<file path="config.mk">
export PLATFORM = sky130hd
export DESIGN_NAME = countdown_timer
export DESIGN_NICKNAME = d
export VERILOG_FILES = /design/src/rtl/clock_pkg.sv /design/src/rtl/PosedgeDetector.sv /design/src/rtl/tick_divider.sv /design/src/rtl/countdown_timer.sv
export SDC_FILE = /design/constraint.sdc
export NUM_CORES = 1
export LEC_CHECK = 0
export BUFFER_PORTS_ARGS = -buffer_cell sky130_fd_sc_hd__clkbuf_2
export CAP_MARGIN = 20
export CORE_MARGIN = 10
export CORE_UTILIZATION = 51
export CTS_CLUSTER_DIAMETER = 60
export CTS_CLUSTER_SIZE = 10
export DETAILED_ROUTE_END_ITERATION = 16
export HOLD_SLACK_MARGIN = 0.03
export PLACE_DENSITY = 0.79
export REMOVE_ABC_BUFFERS = 1
export SLEW_MARGIN = 30
export SYNTH_ARGS = -nofsm -noshare
export SYNTH_HDL_FRONTEND = slang
export SYNTH_SLANG_ARGS = --single-unit
</file>
<file path="constraint.sdc">
create_clock -name clk -period 2.51 [get_ports clk]
set_input_delay 0 -clock clk [delete_from_list [all_inputs] [get_ports clk]]
set_output_delay 0 -clock clk [all_outputs]
set_load 0.02 [all_outputs]
</file>
<file path="src/rtl/clock_pkg.sv">
// Shared constants, state encoding and time payload for the clock-display datapath.
package clock_pkg;

    localparam int unsigned KILO    = 1000;
    localparam int unsigned MS_MAX  = 999;
    localparam int unsigned SEC_MAX = 59;
    localparam int unsigned MIN_MAX = 59;

    localparam int unsigned MS_W  = 10;
    localparam int unsigned SEC_W = 6;
    localparam int unsigned MIN_W = 6;

    localparam logic [1:0] ST_IDLE    = 2'd0;
    localparam logic [1:0] ST_RUNNING = 2'd1;
    localparam logic [1:0] ST_PAUSED  = 2'd2;
    localparam logic [1:0] ST_EXPIRED = 2'd3;

    typedef enum logic [1:0] {
        IDLE    = ST_IDLE,
        RUNNING = ST_RUNNING,
        PAUSED  = ST_PAUSED,
        EXPIRED = ST_EXPIRED
    } timer_state_t;

    // minutes:seconds:milliseconds as carried on the display bus
    typedef struct packed {
        logic [MIN_W-1:0] min;
        logic [SEC_W-1:0] sec;
        logic [MS_W-1:0]  ms;
    } time_t;

    function automatic logic [MS_W-1:0] clamp_ms(input logic [MS_W-1:0] v);
        return (v > MS_W'(MS_MAX)) ? MS_W'(MS_MAX) : v;
    endfunction

    function automatic logic [SEC_W-1:0] clamp_sec(input logic [SEC_W-1:0] v);
        return (v > SEC_W'(SEC_MAX)) ? SEC_W'(SEC_MAX) : v;
    endfunction

    function automatic logic [MIN_W-1:0] clamp_min(input logic [MIN_W-1:0] v);
        return (v > MIN_W'(MIN_MAX)) ? MIN_W'(MIN_MAX) : v;
    endfunction

endpackage

</file>
<file path="src/rtl/PosedgeDetector.sv">
// Rising-edge detector: flags the cycle in which sig is first sampled high.
module PosedgeDetector (
    input  logic clk,
    input  logic reset_n,
    input  logic sig,
    output logic rise_c
);

    logic sig_q;

    // previous-value register
    always_ff @(posedge clk or negedge reset_n) begin
        if (!reset_n) begin
            sig_q <= 1'b0;
        end else begin
            sig_q <= sig;
        end
    end

    assign rise_c = sig & ~sig_q;

endmodule

</file>
<file path="src/rtl/tick_divider.sv">
// Enable-tick generator: one-cycle tick every DIV clocks, held cleared while clear is high.
module tick_divider #(
    parameter int unsigned DIV = 1
) (
    input  logic clk,
    input  logic reset_n,
    input  logic clear,
    output logic tick
);

    localparam int unsigned CNT_W = (DIV > 1) ? $clog2(DIV) : 1;
    localparam logic [CNT_W-1:0] LAST = CNT_W'(DIV - 1);

    logic [CNT_W-1:0] cnt;

    // tick fires on the last count of each period; a clear suppresses it
    assign tick = ~clear & (cnt == LAST);

    // period counter, restarting after each tick or on clear
    always_ff @(posedge clk or negedge reset_n) begin
        if (!reset_n) begin
            cnt <= '0;
        end else if (clear || tick) begin
            cnt <= '0;
        end else begin
            cnt <= cnt + CNT_W'(1);
        end
    end

endmodule

</file>
<file path="src/rtl/countdown_timer.sv">
// Millisecond-resolution min:sec:ms countdown timer with pause/resume and expiry alarm.
module countdown_timer
    import clock_pkg::*;
#(
    parameter int unsigned CLK_FREQ_HZ = KILO
) (
    input  logic             clk,
    input  logic             reset_n,
    input  logic             load,
    input  logic             start,
    input  logic             stop,
    input  logic [MS_W-1:0]  set_ms,
    input  logic [SEC_W-1:0] set_sec,
    input  logic [MIN_W-1:0] set_min,
    output logic [MS_W-1:0]  ms_out,
    output logic [SEC_W-1:0] sec_out,
    output logic [MIN_W-1:0] min_out,
    output logic             running,
    output logic             done,
    output logic             alarm
);

    localparam int unsigned DIV = CLK_FREQ_HZ / KILO;

    timer_state_t state;
    time_t        cnt_q;
    time_t        preset_c;
    time_t        dec_c;
    logic         start_rise_c;
    logic         stop_rise_c;
    logic         tick_c;
    logic         div_clear_c;
    logic         is_zero_c;
    logic         is_one_c;

    PosedgeDetector u_start_edge (
        .clk     (clk),
        .reset_n (reset_n),
        .sig     (start),
        .rise_c  (start_rise_c)
    );

    PosedgeDetector u_stop_edge (
        .clk     (clk),
        .reset_n (reset_n),
        .sig     (stop),
        .rise_c  (stop_rise_c)
    );

    // divider only runs while counting; a load restarts it as well
    assign div_clear_c = (state != RUNNING) | load;

    tick_divider #(
        .DIV (DIV)
    ) u_tick_divider (
        .clk     (clk),
        .reset_n (reset_n),
        .clear   (div_clear_c),
        .tick    (tick_c)
    );

    // clamped preset and zero / last-millisecond detection
    always_comb begin
        preset_c.min = clamp_min(set_min);
        preset_c.sec = clamp_sec(set_sec);
        preset_c.ms  = clamp_ms(set_ms);
        is_zero_c    = (cnt_q.min == '0) && (cnt_q.sec == '0) && (cnt_q.ms == '0);
        is_one_c     = (cnt_q.min == '0) && (cnt_q.sec == '0) && (cnt_q.ms == MS_W'(1));
    end

    // one-millisecond decrement with ms -> sec -> min borrow
    always_comb begin
        dec_c = cnt_q;
        if (cnt_q.ms != '0) begin
            dec_c.ms = cnt_q.ms - MS_W'(1);
        end else begin
            dec_c.ms = MS_W'(MS_MAX);
            if (cnt_q.sec != '0) begin
                dec_c.sec = cnt_q.sec - SEC_W'(1);
            end else begin
                dec_c.sec = SEC_W'(SEC_MAX);
                dec_c.min = cnt_q.min - MIN_W'(1);
            end
        end
    end

    // control FSM with registered time, running, done and alarm
    always_ff @(posedge clk or negedge reset_n) begin
        if (!reset_n) begin
            state   <= IDLE;
            cnt_q   <= '0;
            running <= 1'b0;
            done    <= 1'b0;
            alarm   <= 1'b0;
        end else begin
            done <= 1'b0;
            if (load) begin
                cnt_q   <= preset_c;
                state   <= IDLE;
                running <= 1'b0;
                alarm   <= 1'b0;
            end else begin
                case (state)
                    IDLE, PAUSED: begin
                        // a simultaneous stop edge overrides start
                        if (start_rise_c && !stop_rise_c && !is_zero_c) begin
                            state   <= RUNNING;
                            running <= 1'b1;
                        end
                    end
                    RUNNING: begin
                        if (stop_rise_c) begin
                            state   <= PAUSED;
                            running <= 1'b0;
                        end else if (tick_c) begin
                            cnt_q <= dec_c;
                            if (is_one_c) begin
                                state   <= EXPIRED;
                                running <= 1'b0;
                                alarm   <= 1'b1;
                                done    <= 1'b1;
                            end
                        end
                    end
                    EXPIRED: begin
                        state <= EXPIRED;
                    end
                endcase
            end
        end
    end

    assign ms_out  = cnt_q.ms;
    assign sec_out = cnt_q.sec;
    assign min_out = cnt_q.min;

endmodule

</file>
## After elaboration in Yosys (flattened, before gate mapping)

Cells that the tools add are included.

- Register bits after elaboration: 30
- Output and inout port bits: 25
- Input port bits: 27

- Reductions and logical operators: 25
- Add/subtract/negate cells: 4
- Mux-type cells: 34
- Equal/unequal tests: 11
- Bitwise operators: 8
- Order comparisons: 3

Operator list:

| kind | count |
|---|---|
| two-way mux 22 bit | 4 |
| two-way mux 6 bit | 4 |
| two-way mux 10 bit | 2 |
| two-way mux 1 bit | 16 |
| > comparator 6 bit, second input constant | 2 |
| zero test 6 bit | 2 |
| two-way mux 12 bit | 1 |
| AND reduction 4 bit | 3 |
| subtractor 6 x 1 -> 6 bit, second input constant | 2 |
| equality test 10 x 1 -> 1 bit, second input constant | 1 |
| > comparator 10 bit, second input constant | 1 |
| zero test 10 bit | 1 |
| two-way mux 2 bit | 5 |
| nonzero test 10 bit | 1 |
| subtractor 10 x 1 -> 10 bit, second input constant | 1 |
| inequality test 2 bit, second input constant | 3 |
| case mux 2 bit (3 select lines) | 1 |
| AND reduction 3 bit | 2 |
| nonzero test 2 bit | 3 |
| nonzero test 6 bit | 1 |
| logical AND 1 bit | 5 |
| AND reduction 5 bit | 1 |
| equality test 2 bit, second input constant | 2 |
| inequality test 4 x 3 -> 1 bit, second input constant | 1 |
| 14 further kinds | 20 |

## Longest topological paths before layout

Gate-level depths: netlist of run 1.

- Depth after elaboration: 8
- Gate-level depth with buffers: 7
- Gate-level depth less buffers: 7

## Hierarchy

A second synthesis of run 1 with hierarchy kept.

- Cells, all modules: 221
- Area total of the unflattened synthesis: 1890.6 um^2

By module, submodules not included:

| module | times used | area an instance (um^2) | cells an instance |
|---|---|---|---|
| countdown_timer | 1 | 1780.5 | 214 |
| PosedgeDetector | 2 | 38.8 | 2 |
| tick_divider | 1 | 32.5 | 3 |

## Worst setup path before layout of run 1

OpenSTA, ideal clock, no wires.

- Path type: register to register
- Start: register cnt_q (netlist bit ms_out[1])
- End: register cnt_q (netlist bit min_out[4])
- Stages on the path, launching flop included: 8
- Arrival: 2.169 ns
- Library setup time: 0.082 ns
- Buffers on the path: 1
- Slack: 0.259 ns
- Cell sequence: dfrtp_1 -> inv_1 -> ha_1 -> clkdlybuf4s50_2 -> and4_1 -> nand4_2 -> or4_1 -> a31oi_1

- Cells in the longest elaborated chain, start to end: 3

Ends and longest elaborated chain:

| what | RTL line | source |
|---|---|---|
| start, declared | countdown_timer.sv:26 | `time_t cnt_q;` |
| start signal, assigned | countdown_timer.sv:98 | `cnt_q <= preset_c;` |
| nonzero test 10 bit | countdown_timer.sv:74 | `if (cnt_q.ms != '0) begin` |
| inequality test 2 bit (no line) | -- |  |
| AND reduction 5 bit (no line) | -- |  |

No other way between the ends.
A chain may end at the register's enable or synchronous reset.

## Final worst setup path of run 1

- Start: register cnt_q (netlist bit sec_out[0])
- End: register cnt_q (netlist bit min_out[3])

- Cells in the longest elaborated chain, start to end: 3

Ends and longest elaborated chain:

| what | RTL line | source |
|---|---|---|
| nonzero test 6 bit | countdown_timer.sv:78 | `if (cnt_q.sec != '0) begin` |
| inequality test 2 bit (no line) | -- |  |
| AND reduction 5 bit (no line) | -- |  |

No other way between the ends.

==> results by stage, run 1 <==
Placement:
- The total half-perimeter wirelength after legalization and detailed placement is approximately 3.7 mm.
- The minimum setup slack after placement is 0.290 ns.
- Port buffering added between 50 and 60 buffers.
- After detailed placement, the total cell area comes to 2080 um^2.
- The final weighted congestion of routability-driven global placement is a little under 0.9.
- The instance count after placement with tap cells included is a little under 300.

Global route:
- The wire length of the first global-routing pass is 8.76 mm.
- The total track usage is between 10% and 20%.
- The initial antenna violation count was 0.
- The via count of the first global-routing pass is approximately 1800.
- Summed over all layers, the global routing overflow is 0.
- Entering global routing, the biggest net connects 34 pins.

Clock tree:
- The deepest level of the CTS H-tree is 2.
- In this run the clock root is driven by a clkbuf_4.
- The TritonCTS clock tree is yes.
- The clock drives 30 sinks.
- The insertion delay to the later sink of the worst-skew pair is approximately 0.34 ns.
- The number of buffers added by the clock tree synthesis step is 5.
- The maximum root-to-sink buffer count is 2.
- The clock-pin slew on the worst setup and hold paths is roughly 0.09 ns.

Floorplan:
- The number of rows in the core area is 21.
- Once the floorplan was initialized, standard cells occupied between 50% and 60% of the core.
- The total core area is 3360 um^2.
- The horizontal die dimension is about 80 um.
- The number of top-level pins is 52.
- The die covers 6280 um^2.
- The y dimension of the die is between 70 and 80 um.

Setup path:
- The worst path arrival time is between 2 and 3 ns.
- The worst setup path is of the flop to flop kind.
- The signal on the critical path passes through inv_1, ha_1, nor4b_1, nand4_1, nor4_1, xor2_1, mux2_2.
- STA classifies the critical path endpoint as a flop.
- The total buffers and inverters traversed by the critical path is 1.
- The maximum cell stage delay along the critical path is roughly 0.44 ns.
- The worst-path maximum fanout is 6.
- The family with the most delay on the worst path is simple AND/OR/NAND/NOR gates.
- The kind of start point of the critical path is a flop.
- STA puts the critical path data required time at 2.74 ns.
- The slowest stage of the critical path belongs to the cell nor4b_1.

Power:
- The worst-case IR drop observed on VDD is between 300 and 400 uV.
- For this design the ratio of total power to cell area is about 470 nW/um^2.
- After layout, the design draws a total of roughly 1.1 mW.
- Cell internal power was estimated by the tool at 750 uW.
- Sequential cells account for 51.4% of the total power.
- For this design the total switching power over the nets is approximately 380 uW.
- Net switching is roughly a third of the power.
- The leakage power figure is around 1.1 nW.
- The combinational power share is between 20% and 30%.
- The clock power share is about a quarter.

Finish:
- Once layout is complete, the cells apart from fillers number ~330.
- The post-layout net count is approximately 310.
- Compared with the post-synthesis result, the final layout area differs by 32.9%.
- The layout cell share with drive strength beyond 1 is ~24%.
- After routing the design area is 2380 um^2.
- The area taken by flip-flops and latches is roughly 750 um^2.
- Summing all multi-input logic gate instances after layout gives 972 um^2.
- The filler cells instantiated in the layout total around 300.
- The diode insertion count for antenna repair is 0.

Logic synthesis:
- By area the synthesized netlist is led by dfrtp_1, o21ai_0, nand2_1.
- The number of synthesis warnings is 0.
- The XOR/XNOR share of the synthesized area is a little under 4%.
- The post-synthesis async set-or-reset flop share is 100%.
- The number of library cell types mapped by synthesis is 43.
- By area, the combinational part of the netlist is dominated by simple AND/OR/NAND/NOR gates.
- The dominant register cell in the synthesized netlist is dfrtp_1.
- The synthesized netlist devotes between 15 and 20% of its cell area to compound gates.
- The multiplexer share of the synthesized area is less than 1%.
- The cell taking the most area after synthesis is dfrtp_1.
- By count the netlist is led by dfrtp_1, nand2_1, nor2_1, o21ai_0.
- The cell count after synthesis is 204.
- Of the total synthesized cell area, the portion taken by full adders, half adders and majority gates is under 10%.
- The mean area per synthesized cell is about 8.8 um^2.
- The cell area after synthesis is 1790 um^2.
- The simple-gate share of the synthesized area is between 20% and 30%.
- Sequential cells were found to cover between 40% and 50% of the synthesized design area.
- The most frequent cell after synthesis is dfrtp_1.
- The number of enable flip-flop cells after synthesis is 0.
- Of the post-synthesis cell area, the dominant cell type holds a little over two fifths.
- After synthesis the netlist holds a flip-flop and latch count of 30.

Min path:
- In this run the worst hold path is classified as input port to flop.

Timing:
- Based on the critical path, the design can be clocked at up to 442 MHz.
- The ratio of final minimum period to clock period is 90.2%.
- Setup repair after global routing left no endpoint under its margin.
- Counting I/O delays and the setup requirement, the final critical path takes about 2.3 ns.
- The worst relative slew slack is 50.3%.
- The least setup slack across all paths after layout is 0.246 ns.
- Setup violations remaining at the end of the flow were counted as 0.
- The slew of the pin with the lowest slew margin is approximately 0.75 ns.
- The hold violation count in the final report is 0.
- The number of slew-limit violations in the final report is 0.
- The clock arrives with about 0.012 ns of skew.
- The total negative setup slack is 0 ns.

Drt:
- Detailed routing inserted a total of ~1900 vias.
- The detail route stage leaves a number of antenna-violating nets equal to 0.
- The number of violations reported at the end of detailed-routing iteration 0 is 183.
- In the final routed layout, each cell accounts on average for 15.6 um.
- The total wirelength of the detailed-routed design is roughly 5.1 mm.
- The first TritonRoute pass finished after 4 iterations.
- After detailed routing, the number of vias per cell comes to between 5 and 6.
- The remaining design rule violation count is 0.

Run status:
- The run finished with clean final reports.

Flow run:
- The tool flagged a number of max-cap violations equal to 0.
-- power groups by stage --
stage / logic [mW] / registers (mW) / clock network [mW]
final: 0.281 / 0.579 / 0.268
after global routing: 0.314 / 0.588 / 0.293
after CTS: 0.282 / 0.578 / 0.274
after detailed placement: 0.251 / 0.588 / 0
after global placement: 0.248 / 0.586 / 0
after floorplan: 0.105 / 0.620 / 0
-- flip-flops by register name, summed over array words and instances (netlist names) --
| name | flops |
|---|---|
| sec_out | 6 |
| running | 1 |
| done | 1 |
| u_tick_divider.cnt | 1 |
| u_stop_edge.sig_q | 1 |
| alarm | 1 |
| min_out | 6 |
| u_start_edge.sig_q | 1 |
| state | 2 |
| ms_out | 10 |
-- path summary, 6_finish.rpt --
kind / from / endpoint / slack, ns / depth (start not counted)
max: sec_out[0] / min_out[3] / 0.25 / 7
min: set_sec[2] / sec_out[2] / 0.07 / 4
max reg2reg: sec_out[0] / min_out[3] / 0.25 / 7
min reg2reg: running / running / 0.52 / 1
max in group asynchronous: reset_n / ms_out[2] / 1.77 / 2
min in group asynchronous: reset_n / ms_out[7] / 0.25 / 2
-- logic make-up after synthesis --
family | after synthesis
flip-flops | 30
buffers and inverters | 16
other | 1
adder cells (fa/ha/maj) | 5
XOR/XNOR | 8
multiplexers | 1
AND/OR/NAND/NOR | 93
AO/OA/AOI/OAI | 50
-- layout make-up --
cell class                 count  share of cell area (%)
tap                           46                    2.42
clock buffer                   7                    1.89
multi-input combinational    158                    40.9
timing repair buffer          78                    21.9
sequential                    30                    31.5
inverter                       9                    1.42
-- worst reg2reg max path: stages (launching register included) --
cell     delay (ns)
dfrtp_1        0.43
inv_1          0.07
ha_1           0.18
nor4b_1        0.44
nand4_1        0.30
nor4_1         0.37
xor2_1         0.10
mux2_2         0.27
-- repair_timing --
action | 4_1_cts | 5_1_grt
gates resized for setup | 0 | 0
buffers inserted | 0 | 0
hold buffers | 25 | 0
hold endpoints to repair | 53 | 0
-- per-layer routing --
metal	up-vias	track usage [%]	share of wire (%)
met1	859	21.6	43
li1	913	-	-
met2	71	26.3	48
met3	9	5.97	8.0
met5	-	0	0
met4	0	6.27	1.9
-- placed cells by master, fill, tap and decap left out, types with 4 or more instances in the layout --
cell type and count:
a21oi_1 8, a31o_2 4, a31oi_1 4, clkbuf_2 51, clkbuf_4 5, dfrtp_1 30, dlygate4sd3_1 25, ha_1 5
inv_1 9, nand2_1 20, nand3_1 9, nand4_1 6, nor2_1 19, nor3_1 9, nor4_1 7, o21ai_0 17
or4_1 4, xnor2_1 5
-- stage by stage --
stage / utilization, % / hold WS, ns
finish: 70.8 / 0.0701
global route: 70.8 / 0.102
CTS: 70.8 / 0.0312
detailed placement: 62.0 / 0.100
global placement: 62.0 / 0.0972
floorplan: - / -0.296
Power figures use the tool's default switching activity.
==> inputs of run 2 (changes only) <==
--- a/config.mk
+++ b/config.mk
@@ -13,7 +13,7 @@
 export CTS_CLUSTER_SIZE = 10
 export DETAILED_ROUTE_END_ITERATION = 16
 export HOLD_SLACK_MARGIN = 0.03
-export PLACE_DENSITY = 0.79
+export PLACE_DENSITY = 0.88
 export REMOVE_ABC_BUFFERS = 1
 export SLEW_MARGIN = 30
 export SYNTH_ARGS = -nofsm -noshare
==> constraint.sdc (replaced) <==
create_clock -name clk -period 2.5 [get_ports clk]
set_input_delay 0 -clock clk [delete_from_list [all_inputs] [get_ports clk]]
set_output_delay 0 -clock clk [all_outputs]
set_load 0.02 [all_outputs]
==> results by stage, run 2 (synthesis gave the netlist of run 1 again) <==
Timing:
- The number of slew-limit violations in the final report was 0 (unchanged).
- The ratio of final minimum period to clock period is 89.1% (-1.2 points).
- The worst relative slew slack is 48.6% (-1.7 points).
- The total setup violations reported at the end of the flow came to 0 (unchanged).
- The slew of the pin with the lowest slew margin is 0.771 ns (+0.0253 ns).
- The minimum clock period after layout is 2.23 ns (-0.0379 ns).
- The total negative setup slack is 0 ns (unchanged).
- The largest clock skew in the final design is 0.00936 ns (-0.00250 ns).
- The hold violation count in the final report is 0 (unchanged).
- Setup repair after global routing left no endpoint under its margin.
- The achievable frequency is 449 MHz (+1.7%).

Min path:
- The depth of the worst hold-timing path is 5 (+1).
- The beginning of the worst hold path is set_sec[2].
- The min-delay analysis places its worst path in the category input port to flop.
- The path with the worst hold slack has its endpoint at sec_out[0].

Finish:
- The post-layout net count came to 315 (+0.32%).
- The layout cell share with drive strength beyond 1 is 25.2% (+0.71 points).
- Leaving out fill and tap cells, the most frequent cells in the layout are clkbuf_2, dfrtp_1, dlygate4sd3_1, nand2_1, nor2_1.
- The diode insertion count for antenna repair is 0 (unchanged).
- The post-synthesis to final-layout area growth is 33.7%.
- The most common cell after layout, fill and taps aside is clkbuf_2.
- The flip-flop count of the largest register, all copies and words added is 10 (unchanged).

Setup path:
- The depth of the worst register-to-register path is 7 (unchanged).
- The worst-path maximum fanout is 6 (unchanged).
- The data required time at the worst endpoint is 2.73 ns (about the same).
- The register-to-register setup slack is 0.27 ns (+0.03 ns).
- The worst setup path is launched from a flop.
- The endpoint of the worst register-to-register path is min_out[3].
- STA classifies the critical path endpoint as a flop.
- The startpoint of the worst-slack reg-to-reg timing path is sec_out[0].
- The worst path arrival time is 2.46 ns (-0.04 ns).
- By startpoint and endpoint, the worst setup path is classified as flop to flop.

Placement:
- The final weighted congestion of routability-driven global placement came to 0.856 (-1.6%).
- The total half-perimeter wirelength after legalization and detailed placement was 3.80 mm (+4.0%).
- The number of port buffers is 51 (unchanged).

Power:
- The internal portion of total power was 775 uW (+3.3%).
- The leakage power figure is 1.08 nW (+0.90%).
- The switching share of power is 33.1% (-0.37 points).
- The switching power is 383 uW (+1.6%).
- The combinational power share is 24.8% (about the same).
- The proportion of power drawn by flip-flops and latches was 50.4% (-1.0 points).
- The total chip power was 1.16 mW (+2.7%).
- The clock power share is 24.9% (+1.2 points).
- The power density of the placed cells was 484 nW/um^2 (+2.1%).
- The maximum ir drop on the vdd rail is 319 uV (-5.7%).

Drt:
- The average vias per placed instance is 5.82 (+3.0%).
- The post-detailed-route wirelength per cell came to 16.5 um (+5.7%).
- The number of search-and-repair iterations in the first detailed-routing pass is 4 (unchanged).
- The count of antenna-violating nets left after detailed routing was 0 (unchanged).
- The number of violations reported at the end of detailed-routing iteration 0 is 180 (-1.6%).
- The total wirelength of the detailed-routed design was 5.42 mm (+5.7%).
- The routed via count is 1908 (+3.0%).
- The remaining design rule violation count is 0 (unchanged).

Floorplan:
- The y dimension of the die is 79.3 um (unchanged).
- The number of top-level pins was 52 (unchanged).
- The total core area is 3360 um^2 (unchanged).
- The die footprint is 6280 um^2 (unchanged).
- The starting density of the core is 53.2% (unchanged).
- The horizontal die dimension is 79.3 um (unchanged).
- The number of rows in the core area is 21 (unchanged).

Clock tree:
- The cell at the root of the clock tree is clkbuf_4.
- The deepest level of the CTS H-tree came to 2 (unchanged).
- The TritonCTS clock tree is yes.
- The number of buffers added by the clock tree synthesis step is 5 (unchanged).
- The maximum root-to-sink buffer count was 2 (unchanged).
- The clock sink count is 30 (unchanged).
- The clock-pin slew on the worst setup and hold paths is 0.09 ns (about the same).
- The insertion delay to the later sink of the worst-skew pair is 0.34 ns (about the same).

Global route:
- The initial antenna violation count is 0 (unchanged).
- The via count of the first global-routing pass is 1928 (+6.6%).
- The wire length of the first global-routing pass was 9.03 mm (+3.1%).
- The largest net degree at the start of global routing was 34 (unchanged).
- The global-route congestion overflow total came to 0 (unchanged).
- The total track usage is 17.7% (+0.58 points).

Flow run:
- The number of violations of the max-capacitance limit is 0 (unchanged).

Run status:
- The flow ran to the end, and the final reports show no timing, DRC or antenna violations.
run 2: worst max path at each step:
stage,start,endpoint,cells past startpoint
floorplan,sec_out[0],min_out[3],7
global placement,sec_out[0],min_out[3],7
detailed placement,sec_out[0],min_out[3],7
CTS,sec_out[0],min_out[3],7
global route,sec_out[0],min_out[3],7
finish,sec_out[0],min_out[3],7
run 2: cell type report:
cell class / instances / area (um^2)
multi-input cells: 158 / 972
fillers: 284 / 970
flip-flops and latches: 30 / 751
repair buffers: 79 / 528
well taps: 46 / 57.6
clock buffers: 6 / 51.3
inverters: 9 / 33.8
run 2: per-layer routing:
metal	GRT usage (%)	routed length (um)	vias to the layer above	part of all wire [%]
met1	19.8	2230	910	41
met4	8.96	142	0	2.6
li1	-	-	911	-
met5	0	0	-	0
met3	4.95	349	17	6.4
met2	30.0	2700	70	50
run 2: per-stage QoR:
stage               utilization (%)  hold slack (ns)  cell area [um^2]  setup slack (ns)  instances
floorplan                         -           -0.296              1760             0.434        197
global placement               62.2           0.0971              2090             0.393        297
detailed placement             62.2            0.108              2090             0.314        297
CTS                            71.2           0.0483              2390             0.283        328
global route                   71.2            0.122              2390            0.0348        328
finish                         71.2           0.0666              2390             0.274        328
run 2: power groups by stage:
stage,Sequential (mW),Clock (mW),Combinational (mW)
2_1_floorplan,0.622,0,0.106
4_1_cts,0.582,0.297,0.287
5_1_grt,0.591,0.310,0.319
6_report,0.584,0.288,0.287
3_3_place_gp,0.588,0,0.250
3_5_place_dp,0.591,0,0.255
run 2: worst max-delay path, cell delays in order, from the launching register on:
cell and delay, ns:
dfrtp_1 0.43, inv_1 0.08, ha_1 0.18, nor4b_1 0.42, nand4_1 0.29, nor4_1 0.36
xor2_1 0.10, mux2_2 0.27
run 2: what timing repair did:
action / 4_1_cts / 5_1_grt
hold buffers: 25 / 0
hold endpoints to repair: 53 / 0
gates resized for setup: 0 / 0
setup buffers: 0 / 0
